--- src/rtl/wb_unit.sv ---
// Write-back / retire stage: picks the register-file write for each retiring instruction,
// owns the HI/LO registers, waits on load data with a 16-cycle timeout, and counts retirements.
module wb_unit (
  input  logic        CLK,
  input  logic        RST,
  input  logic        in_valid,
  output logic        in_ready,
  input  logic [31:0] Ins,
  input  logic [31:0] Alu_result,
  input  logic [31:0] Link_pc,
  input  logic [31:0] Md_hi,
  input  logic [31:0] Md_lo,
  input  logic        mem_rvalid,
  input  logic [31:0] mem_rdata,
  output logic        we,
  output logic [4:0]  waddr,
  output logic [31:0] wdata,
  output logic [31:0] hi,
  output logic [31:0] lo,
  output logic        err,
  output logic [31:0] retired
);

  // MIPS-I opcode / funct encodings
  localparam logic [5:0] OP_RTYPE = 6'h00, OP_JAL  = 6'h03, OP_ADDI = 6'h08,
                         OP_ADDIU = 6'h09, OP_SLTI = 6'h0a, OP_SLTIU = 6'h0b,
                         OP_ANDI  = 6'h0c, OP_ORI  = 6'h0d, OP_XORI = 6'h0e,
                         OP_LW    = 6'h23;
  localparam logic [5:0] F_SLL  = 6'h00, F_SRL  = 6'h02, F_SRA  = 6'h03, F_SLLV = 6'h04,
                         F_SRLV = 6'h06, F_SRAV = 6'h07, F_JALR = 6'h09, F_MFHI = 6'h10,
                         F_MTHI = 6'h11, F_MFLO = 6'h12, F_MTLO = 6'h13, F_MULT = 6'h18,
                         F_MULTU = 6'h19, F_DIV = 6'h1a, F_DIVU = 6'h1b, F_ADD  = 6'h20,
                         F_ADDU = 6'h21, F_SUB  = 6'h22, F_SUBU = 6'h23, F_AND  = 6'h24,
                         F_OR   = 6'h25, F_XOR  = 6'h26, F_NOR  = 6'h27, F_SLT  = 6'h2a,
                         F_SLTU = 6'h2b;

  typedef enum logic {IDLE, LOADWAIT} state_t;

  state_t      state;
  logic [3:0]  wait_cnt;
  logic [4:0]  ld_rt;

  logic [5:0]  op, funct;
  logic [4:0]  rt, rd;
  logic        dec_write, dec_load, dec_hi_we, dec_lo_we;
  logic [4:0]  dec_addr;
  logic [31:0] dec_data, dec_hi_val, dec_lo_val;
  logic        unused_fields;

  assign op            = Ins[31:26];
  assign rt            = Ins[20:16];
  assign rd            = Ins[15:11];
  assign funct         = Ins[5:0];
  assign unused_fields = ^{Ins[25:21], Ins[10:6]};

  assign in_ready = (state == IDLE);

  always_comb begin
    // NOTE: every output of this block gets a default first, so no path leaves one unassigned (no latch).
    dec_write  = 1'b0;
    dec_load   = 1'b0;
    dec_hi_we  = 1'b0;
    dec_lo_we  = 1'b0;
    dec_addr   = rd;
    dec_data   = Alu_result;
    dec_hi_val = Md_hi;
    dec_lo_val = Md_lo;
    case (op)
      OP_RTYPE: begin
        case (funct)
          F_ADD, F_ADDU, F_SUB, F_SUBU, F_AND, F_OR, F_XOR, F_NOR, F_SLT, F_SLTU,
          F_SLL, F_SRL, F_SRA, F_SLLV, F_SRLV, F_SRAV: dec_write = 1'b1;
          F_JALR: begin dec_write = 1'b1; dec_data = Link_pc; end
          F_MFHI: begin dec_write = 1'b1; dec_data = hi; end
          F_MFLO: begin dec_write = 1'b1; dec_data = lo; end
          F_MTHI: begin dec_hi_we = 1'b1; dec_hi_val = Alu_result; end
          F_MTLO: begin dec_lo_we = 1'b1; dec_lo_val = Alu_result; end
          F_MULT, F_MULTU, F_DIV, F_DIVU: begin dec_hi_we = 1'b1; dec_lo_we = 1'b1; end
          default: ;
        endcase
      end
      OP_ADDI, OP_ADDIU, OP_SLTI, OP_SLTIU, OP_ANDI, OP_ORI, OP_XORI: begin
        dec_write = 1'b1;
        dec_addr  = rt;
      end
      OP_JAL: begin
        dec_write = 1'b1;
        dec_addr  = 5'd31;
        dec_data  = Link_pc;
      end
      OP_LW:   dec_load = 1'b1;
      default: ;
    endcase
  end

  always_ff @(posedge CLK) begin
    if (!RST) begin
      state    <= IDLE;
      wait_cnt <= 4'd0;
      ld_rt    <= 5'd0;
      we       <= 1'b0;
      waddr    <= 5'd0;
      wdata    <= 32'd0;
      hi       <= 32'd0;
      lo       <= 32'd0;
      err      <= 1'b0;
      retired  <= 32'd0;
    end else begin
      // NOTE: non-blocking default; a later assignment in this block overrides it for a one-cycle pulse.
      we <= 1'b0;
      case (state)
        IDLE: begin
          if (in_valid) begin
            if (dec_load) begin
              ld_rt    <= rt;
              wait_cnt <= 4'd0;
              state    <= LOADWAIT;
            end else begin
              retired <= retired + 32'd1;
              if (dec_hi_we) hi <= dec_hi_val;
              if (dec_lo_we) lo <= dec_lo_val;
              // r0 writes are dropped and leave waddr/wdata untouched
              if (dec_write && dec_addr != 5'd0) begin
                we    <= 1'b1;
                waddr <= dec_addr;
                wdata <= dec_data;
              end
            end
          end
        end
        LOADWAIT: begin
          if (mem_rvalid) begin
            state   <= IDLE;
            retired <= retired + 32'd1;
            if (ld_rt != 5'd0) begin
              we    <= 1'b1;
              waddr <= ld_rt;
              wdata <= mem_rdata;
            end
          end else if (wait_cnt == 4'hF) begin
            err     <= 1'b1;
            state   <= IDLE;
            retired <= retired + 32'd1;
          end else begin
            wait_cnt <= wait_cnt + 4'd1;
          end
        end
        default: state <= IDLE;
      endcase
    end
  end

endmodule
--- config.mk ---
export PLATFORM = sky130hd
export DESIGN_NAME = wb_unit
export DESIGN_NICKNAME = d
export VERILOG_FILES = /design/src/rtl/wb_unit.sv
export SDC_FILE = /design/constraint.sdc
export NUM_CORES = 1
export LEC_CHECK = 0
export CORE_ASPECT_RATIO = 1.1
export CORE_MARGIN = 4
export CORE_UTILIZATION = 43
export CTS_CLUSTER_DIAMETER = 100
export DETAILED_ROUTE_END_ITERATION = 10
export GPL_ROUTABILITY_DRIVEN = 0
export GPL_TIMING_DRIVEN = 0
export PLACE_DENSITY_LB_ADDON = 0.25
export SYNTH_ARGS = -nofsm -noshare
export SYNTH_HDL_FRONTEND = slang
export SYNTH_SLANG_ARGS = --single-unit
--- constraint.sdc ---
create_clock -name CLK -period 3 [get_ports CLK]
set_input_delay 0.9 -clock CLK [delete_from_list [all_inputs] [get_ports CLK]]
set_output_delay 0.9 -clock CLK [all_outputs]
set_load 0.02 [all_outputs]
Yosys cells after proc, flatten, opt, wreduce, memory -nomap -nowiden
Cells that the tools add are included.
- output and inout port bits: 136
- bits in registers: 145
- muxes and demuxes: 47
- reduce and logical (&&, ||, !) cells: 17
- bitwise operators: 3
- equal/unequal tests: 43
- $add $sub $neg: 2
- operators by type and width (cell ; count):
    $mux 32 ; 13
    $pmux 32 s2 ; 3
    $pmux 32 s3 ; 1
    $eq 6x6->1 const B ; 11
    $eq 6x4->1 const B ; 8
    $eq 6x5->1 const B ; 8
    $add 32x1->32 const B ; 1
    $mux 5 ; 5
    $pmux 5 s2 ; 2
    $reduce_or 19->1 ; 1
    $eq 6x2->1 const B ; 3
    $eq 6x3->1 const B ; 3
    $mux 4 ; 4
    $mux 1 ; 15
    $logic_not 6->1 ; 2
    $reduce_and 4->1 ; 3
    $ne 2x2->1 const B ; 5
    $reduce_bool 5->1 ; 2
    $reduce_or 5->1 ; 2
    $reduce_and 3->1 ; 3
    $pmux 4 s2 ; 1
    $reduce_or 8->1 ; 1
    $reduce_or 7->1 ; 1
    $ne 2x1->1 const B ; 3
    7 further kinds ; 11

Depth between registers and ports, before layout
Gate-level depths: netlist of run 1.
- word-level depth: 9
- gate-level depth with buffers: 10

Worst setup path before layout of run 1
OpenSTA, ideal clock, no wires.
- path type: input -> register
- from: in Ins[29]
- to: reg wdata[0]
- stages on the path: 8
- required time: 2.928 ns
- data arrival time: 2.582 ns
- path slack: 0.346 ns
- cells stage by stage: buf_6 -> or4_4 -> or3_1 -> o21ai_2 -> buf_6 -> a221oi_1 -> a21o_1 -> mux2i_1
- cells in the longest elaborated chain, start to end: 7
- elaborated cells on any way between the ends: 25
- classes of those cells: eq/ne (11); mux (8); reduce/logical (6)
- ends and longest elaborated chain (what ; line ; text):
    from (decl) ; 8 ; input logic [31:0] Ins,
    $eq 6x4->1 ; 68 ; case (op)
    $reduce_or 7->1 ; - ;
    $pmux 5 s2 ; 68 ;
    $reduce_bool 5->1 ; 123 ; if (dec_write && dec_addr != 5'd0) begin
    $logic_and 1x1->1 ; 123 ;
    $ne 2x1->1 (no source line) ; - ;
    $reduce_and 5->1 (no source line) ; - ;
    to (signal assigned) ; 126 ; wdata <= dec_data;
    to (signal assigned) ; 138 ; wdata <= mem_rdata;
    to (decl) ; 17 ; output logic [31:0] wdata,
Several ways; a longest one is shown, not always the timed one. The select of a mux whose other input is x is not followed.
A chain may end at the register's enable or synchronous reset.

Worst setup path after layout of run 1
- from: in Ins[2]
- to: reg wdata[12]
- cells in the longest elaborated chain, start to end: 7
- elaborated cells on any way between the ends: 31
- classes of those cells: eq/ne (19); mux (8); reduce/logical (4)
- ends and longest elaborated chain (what ; line ; text):
    $eq 6x5->1, or another cell as far along ; 70 ; case (funct)
    $reduce_or 19->1 (no source line) / $pmux 32 s3 (equally long branches) ; - ;
    $mux 1 / $pmux 32 s2 (equally long branches) ; 70, 68 ;
    $pmux 1 s2 / $mux 32 (equally long branches) ; 68, 123 ;
    $logic_and 1x1->1 / $mux 32 (equally long branches) ; 123, 114 ;
    $ne 2x1->1 (no source line) / $mux 32 (equally long branches) ; - ;
    $reduce_and 5->1 (no source line) / $pmux 32 s2 (equally long branches) ; - ;
Several ways; a longest one is shown, not always the timed one. The select of a mux whose other input is x is not followed.

==> run_results.csv, run 1 <==
group,metric,value,unit
drt,ant_nets,0,
sta,finalCritPeriodShare,0.967,
drt,routed-wl-met3,3250,um
synth,ys_types,59,
clock_tree,cts.sinks,145,
sta,setup_ws,0.0993,ns
power,seq_power_share,0.394,
synth,synth_enable_flop_cells,0,
synth,netlist_instances,886,
floorplan,pin_count,332,
power,p_comb_frac,0.121,
power,leakage,5.08,nW
job,cap_violations,0,
drt,vias,8370,
global_route,first_global_vias,8309,
power,p_sw,0.00117,W
cells_and_area,fin_nets,1430,
global_route,grt_pass1_wl,47400,um
synth,ys_warn_count,0,
synth,ys_seq_area_frac,0.372,
synth,synth_fa_ha_area_frac,0.00321,
synth,synth-main-ff-cell,"dfxtp_1",
clock_tree,clock_path_buffers,2,
critical_path,ff2ff_setup_slack,0.77,ns
sta,tightest_slew,0.773,ns
sta,rsz0062_at_grt,"no",
place,place_hpwl,24000,um
sta,setup_viol,0,
sta,finalHoldViolCount,0,
floorplan,die_h,149,um
critical_path,crit_path_end_kind,"flop",
clock_tree,numCtsBuffers,17,
critical_path,crit_end,"wdata[12]$_SDFFE_PN0P_",
global_route,grt_max_degree,17,
synth,avgSynthCellArea,8.80,um^2
drt,vias_per_cell,5.63,
cells_and_area,n_fill_cell,1495,
critical_path,cp.arrival,3.26,ns
sta,period_minus_slack,2.90,ns
clock_tree,ctsHoldBuffers,0,
run_status,status,"finished, final reports clean",
power,p_per_area,409,nW/um^2
critical_path,required,3.36,ns
drt,drc_errors,0,
hold_path,hold_class,"reg -> reg",
critical_path,cp_max_fo,7,
drt,highest_layer,"met5",
synth,ys_ff_latch,145,
power,peakVddDrop,0.000407,V
sta,fin_setup_tns,0,ns
drt,drtPass1Iterations,5,
floorplan,die_area,20300,um^2
synth,synth_top_family_by_area,"compound AO/OA/AOI/OAI gates",
sta,slew_headroom,0.478,
cells_and_area,fin_cells,1486,
global_route,antenna_found_initial,3,
floorplan,placementRows,51,
critical_path,rr_worst_depth,9,
clock_tree,cts_tree,"done",
drt,avgRoutedWirePerCell,21.8,um
place,port_buffers,318,
critical_path,crit_path_start,"Ins[2]",
synth,synth_top_area_cell,"dfxtp_1",
synth,netlist.area_leader.share,0.372,
synth,synth_area,7790,um^2
critical_path,critPathLaunchType,"input port",
floorplan,core_area,17700,um^2
synth,synthTopCellsByArea,"dfxtp_1 37%, mux2i_1 14%, a211oi_1 6.3%",
critical_path,r2r-start,"ld_rt[4]$_SDFFE_PN0P_",
drt,wl_met2,15800,um
synth,synth_xor_xnor_area_share,0.0315,
drt,wirelength_met1,12300,um
synth,async_reset_ff_frac,0,
cells_and_area,drive_gt1_frac,0.104,
drt,drtIter0Drc,447,
sta,fin_skew,0.0102,ns
power,p_sw_frac,0.237,
synth,muxShareOfSynthArea,0.182,
floorplan,initial_core_util,0.439,
clock_tree,clk_pin_slew,0.07,ns
clock_tree,clock_latency,0.43,ns
cells_and_area,syn_to_final_growth,55.7,%
sta,slew_violations,0,
synth,synth_compound_area_frac,0.198,
place,place_ws,-0.619,ns
place,dp_cells,1442,
sta,max_freq,345,MHz
drt,drt-total-wl,32400,um
power,p_int,0.00378,W
synth,synth_fp_nets,1084,
power,p_clk_frac,0.485,
floorplan,die_w,136,um
global_route,grtUsageTotal,0.304,
critical_path,crit_type,"in -> reg",
critical_path,rr_endpoint,"wdata[21]$_SDFFE_PN0P_",
hold_path,whs_path_depth,2,
synth,yosys.area_share.simple,0.162,
clock_tree,h-tree-depth,4,
global_route,grt.overflow.total,0,
clock_tree,root_buffer,"clkbuf_16",
## layout make-up
cell class              instances  area (um^2)  area share
plain buffers                  70          392      0.0323
inverters                      11         46.3     0.00382
multi-input cells             660         4560       0.376
clock buffers                  19          443      0.0365
repair buffers                327         3280       0.270
flip-flops and latches        145         2900       0.239
well taps                     238          298      0.0245
clock inverters                13          208      0.0171
diodes                          3         7.51    0.000619
## power groups by stage
stage	sequential [W]	clock, W	combinational (W)
floorplan	0.00202	0	0.000192
global placement	0.00200	0	0.000578
detailed placement	0.00200	0	0.000581
CTS	0.00195	0.00242	0.000590
global route	0.00196	0.00250	0.000639
finish	0.00195	0.00240	0.000600
## stage by stage
step | power (W) | util | hold WS, ns | area, um^2
6_report | 0.00496 | 0.684 | 0.457 | 12100
3_3_place_gp | 0.00258 | 0.636 | 0.444 | 11300
2_1_floorplan | 0.00221 | - | 0.449 | 7790
4_1_cts | 0.00496 | 0.677 | 0.459 | 12000
5_1_grt | 0.00510 | 0.684 | 0.482 | 12100
3_5_place_dp | 0.00258 | 0.636 | 0.452 | 11300
## cell usage after synthesis (3+ instances only)
master,number
o21ai_0,41
mux2_2,32
o2111a_1,3
nand3_1,17
nor3_1,11
and2_1,3
dfxtp_1,145
o22ai_1,3
buf_1,4
nor2_1,115
xnor2_1,14
nand2b_1,4
o31ai_1,4
a21oi_1,6
inv_1,9
xor2_1,14
buf_4,4
and4_1,3
or3_1,7
a211oi_1,65
buf_2,18
a221oi_1,36
a21o_1,33
clkbuf_1,37
nor4_1,3
nand2_1,92
mux2i_1,106
nor2b_1,4
nand4_1,13
buf_6,7
## cells by family after synthesis
group / after synthesis
AOI/OAI and AO/OA: 208
xor gates and xnor gates: 28
adders and majority gates: 2
buffers and inverters: 81
DFF: 145
muxes: 138
and+or+nand+nor: 284
## how the worst min path moves through the flow
stage,from,slack [ns],to
floorplan,wait_cnt[1]$_SDFFE_PN0P_,0.45,wait_cnt[1]$_SDFFE_PN0P_
global placement,wdata[8]$_SDFFE_PN0P_,0.44,wdata[8]$_SDFFE_PN0P_
detailed placement,wdata[15]$_SDFFE_PN0P_,0.45,wdata[15]$_SDFFE_PN0P_
CTS,wdata[15]$_SDFFE_PN0P_,0.46,wdata[15]$_SDFFE_PN0P_
global route,wdata[2]$_SDFFE_PN0P_,0.48,wdata[2]$_SDFFE_PN0P_
finish,wdata[15]$_SDFFE_PN0P_,0.46,wdata[15]$_SDFFE_PN0P_
## layer usage
layer | track usage | vias up
li1 | - | 3927
met2 | 0.512 | 402
met5 | 0 | -
met4 | 0.131 | 2
met3 | 0.110 | 74
met1 | 0.346 | 3965
## registers in the layout, indices dropped and copies added (netlist names)
register,flops
hi,32
lo,32
retired,32
wdata,32
ld_rt,5
waddr,5
wait_cnt,4
err,1
state,1
we,1
## layout by cell type (no fill, tap or decap), drive strengths merged, types with 7 or more instances in the layout
master / Yosys / final
or3: 7 / 7
nor2: 116 / 116
a211oi: 65 / 65
inv: 10 / 12
clkdlybuf4s50: 0 / 312
clkbuf: 37 / 57
nand2: 92 / 92
nand4: 13 / 13
o21ai: 43 / 43
mux2: 32 / 32
nand3: 17 / 17
xnor2: 14 / 14
buf: 33 / 41
nor3: 11 / 11
dfxtp: 145 / 145
a221oi: 36 / 36
xor2: 14 / 14
a21o: 33 / 33
mux2i: 106 / 106
## repair_timing
action,in CTS,in global routing
pin swaps,4,3
setup buffers,5,1
endpoints found under the setup margin,93,92
cloned,0,3
resized for setup,18,34
## worst max-delay path: stages
cell	delay, ns
clkdlybuf4s50_1	0.51
or4_4	0.63
or3_1	0.41
o21ai_4	0.20
buf_6	0.20
a221oi_1	0.09
a21o_1	0.17
mux2i_1	0.13
Note: power is estimated with default switching activity, not from simulation.
==> inputs of run 2 (changes only) <==
--- a/config.mk
+++ b/config.mk
@@ -5,9 +5,10 @@
 export SDC_FILE = /design/constraint.sdc
 export NUM_CORES = 1
 export LEC_CHECK = 0
+export ABC_AREA = 1
 export CORE_ASPECT_RATIO = 1.1
 export CORE_MARGIN = 4
-export CORE_UTILIZATION = 43
+export CORE_UTILIZATION = 46
 export CTS_CLUSTER_DIAMETER = 100
 export DETAILED_ROUTE_END_ITERATION = 10
 export GPL_ROUTABILITY_DRIVEN = 0
==> run_results.csv, run 2 <==
group,metric,value,unit
critical_path,cp_slowest_cell,"clkdlybuf4s50_1",
clock_tree,numCtsBuffers,17,
sta,max_freq,336,MHz
power,totalPowerFinal,0.00486,W
clock_tree,clock_latency,0.44,ns
synth,synth_area,9000,um^2
power,p_int,0.00350,W
synth,ys_ff_latch,145,
cells_and_area,post-route-cell-area,13200,um^2
synth,synthTopCellsByArea,"dfxtp_1 32%, nand2_1 13%, o21ai_0 9.3%",
cells_and_area,layout_common_cells,"321 x clkdlybuf4s50_1, 304 x nand2_1, 213 x nor2_1",
synth,async_reset_ff_frac,0,
floorplan,core_area,19200,um^2
drt,avgRoutedWirePerCell,19.1,um
synth,synth_most_common_cell,"nand2_1",
synth,ys_types,35,
global_route,grt_pass1_wl,59900,um
floorplan,die_w,141,um
power,peakVddDrop,0.000455,V
critical_path,critPathLaunchType,"flop",
power,leakage,5.41,nW
floorplan,die_area,21900,um^2
critical_path,crit_family,"buffers and inverters",
synth,netlist.area_leader.share,0.323,
cells_and_area,multi_input_area,5040,um^2
synth,synth_top_area_cell,"dfxtp_1",
drt,vias,11800,
cells_and_area,seq_area,2900,um^2
clock_tree,clock_path_buffers,2,
power,seq_power_share,0.404,
cells_and_area,drive_gt1_frac,0.0708,
cells_and_area,syn_to_final_growth,46.7,%
power,p_clk_frac,0.447,
place,place_hpwl,30000,um
cells_and_area,n_fill_cell,1728,
drt,ant_nets,0,
sta,setup_ws,0.0252,ns
synth,synth_common_cells,"304 x nand2_1, 215 x nor2_1, 169 x inv_1, 167 x o21ai_0, 145 x dfxtp_1",
clock_tree,cts.sinks,145,
synth,synth-main-ff-cell,"dfxtp_1",
drt,drtIter0Drc,1308,
power,p_per_area,368,nW/um^2
clock_tree,h-tree-depth,4,
global_route,grt_max_degree,17,
critical_path,cp.arrival,2.07,ns
synth,ys_warn_count,0,
critical_path,cp_max_fo,10,
global_route,antenna_found_initial,4,
cells_and_area,final_common_cell,"clkdlybuf4s50_1",
sta,finalHoldViolCount,0,
floorplan,initial_core_util,0.469,
sta,fin_setup_tns,0,ns
power,p_sw,0.00136,W
critical_path,crit_type,"reg -> out",
global_route,first_global_vias,11100,
clock_tree,ctsHoldBuffers,0,
critical_path,cp_num_buf_inv,3,
power,p_comb_frac,0.149,
drt,vias_per_cell,5.70,
synth,netlist_instances,1467,
floorplan,pin_count,332,
run_status,status,"finished, final reports clean",
hold_path,hold_class,"reg -> reg",
sta,tightest_slew,0.711,ns
global_route,grtUsageTotal,0.348,
sta,slew_violations,0,
cells_and_area,fin_nets,2008,
sta,fin_skew,0.0104,ns
sta,slew_headroom,0.526,
drt,drtPass1Iterations,8,
drt,drt-total-wl,39600,um
clock_tree,cts_tree,"done",
synth,ys_seq_area_frac,0.323,
global_route,grt.overflow.total,0,
critical_path,crit_path_end_kind,"output pin",
synth,synth_fp_nets,1665,
clock_tree,clk_pin_slew,0.06,ns
synth,synth_enable_flop_cells,0,
sta,period_minus_slack,2.97,ns
critical_path,crit_path_cell_trace,"inv_1, clkbuf_2, clkdlybuf4s50_1",
place,placed_area,12500,um^2
job,cap_violations,0,
sta,holdWs,0.485,ns
clock_tree,root_buffer,"clkbuf_16",
synth,avgSynthCellArea,6.13,um^2
power,p_sw_frac,0.280,
critical_path,required,2.10,ns
place,port_buffers,321,
sta,setup_viol,0,
floorplan,placementRows,53,
drt,drc_errors,0,
sta,finalCritPeriodShare,0.992,
critical_path,worst_path_largest_cell_delay,0.67,ns
place,place_ws,-0.621,ns
floorplan,die_h,155,um
-- run 2: metal layers --
layer	global-route usage	part of all wire
met5	0	0.00030
met4	0.171	0.056
met3	0.0857	0.11
met2	0.584	0.47
met1	0.413	0.37
-- run 2: cell type report --
type,instances,area share
Buffer,93,0.0349
Tap cell,247,0.0234
Inverter,173,0.0495
Sequential cell,145,0.220
Timing Repair Buffer,324,0.245
Antenna cell,3,0.000569
Clock inverter,14,0.0110
Multi-Input combinational cell,1056,0.382
Clock buffer,18,0.0333
-- run 2: final timing paths --
| path | from | to | cells past startpoint | slack, ns |
|---|---|---|---|---|
| setup / recovery | state$_SDFF_PN0_ | in_ready | 3 | 0.03 |
| hold / removal | wdata[29]$_SDFFE_PN0P_ | wdata[29]$_SDFFE_PN0P_ | 2 | 0.49 |
| setup reg to reg | state$_SDFF_PN0_ | retired[22]$_SDFFE_PN0P_ | 10 | 0.83 |
| hold reg to reg | wdata[29]$_SDFFE_PN0P_ | wdata[29]$_SDFFE_PN0P_ | 2 | 0.49 |
-- run 2: worst register-to-register path, delay by kind of cell (launching register included) --
family                 cells  cell delay (ns)
buffers and inverters      4             1.06
AND/OR/NAND/NOR            4             0.42
flip-flops                 1             0.32
AO/OA/AOI/OAI              2             0.31
-- run 2: kinds of logic after synthesis --
| group | Yosys count | synth area share |
|---|---|---|
| buffers and inverters | 266 | 0.120 |
| DFF | 145 | 0.323 |
| and+or+nand+nor | 690 | 0.326 |
| adders and majority gates | 2 | 0.00278 |
| xor gates and xnor gates | 12 | 0.0117 |
| AOI/OAI and AO/OA | 352 | 0.217 |
-- run 2: through the flow --
stage,util,instances
after CTS,0.684,2067
after global placement,0.653,2035
after global routing,0.689,2073
final,0.689,2073
after detailed placement,0.653,2035
after floorplan,-,1467
-- run 2: power by group through the flow --
| stage | logic (W) | clock network, W | registers (W) |
|---|---|---|---|
| after floorplan | 0.000250 | 0 | 0.00203 |
| after global placement | 0.000693 | 0 | 0.00201 |
| after detailed placement | 0.000700 | 0 | 0.00201 |
| after CTS | 0.000704 | 0.00217 | 0.00196 |
| after global routing | 0.000772 | 0.00226 | 0.00197 |
| final | 0.000722 | 0.00217 | 0.00196 |
-- run 2: what timing repair did --
action,CTS,global route
pin swaps,0,1
resized for setup,10,36
setup buffers,0,3
setup endpoints to repair,28,89
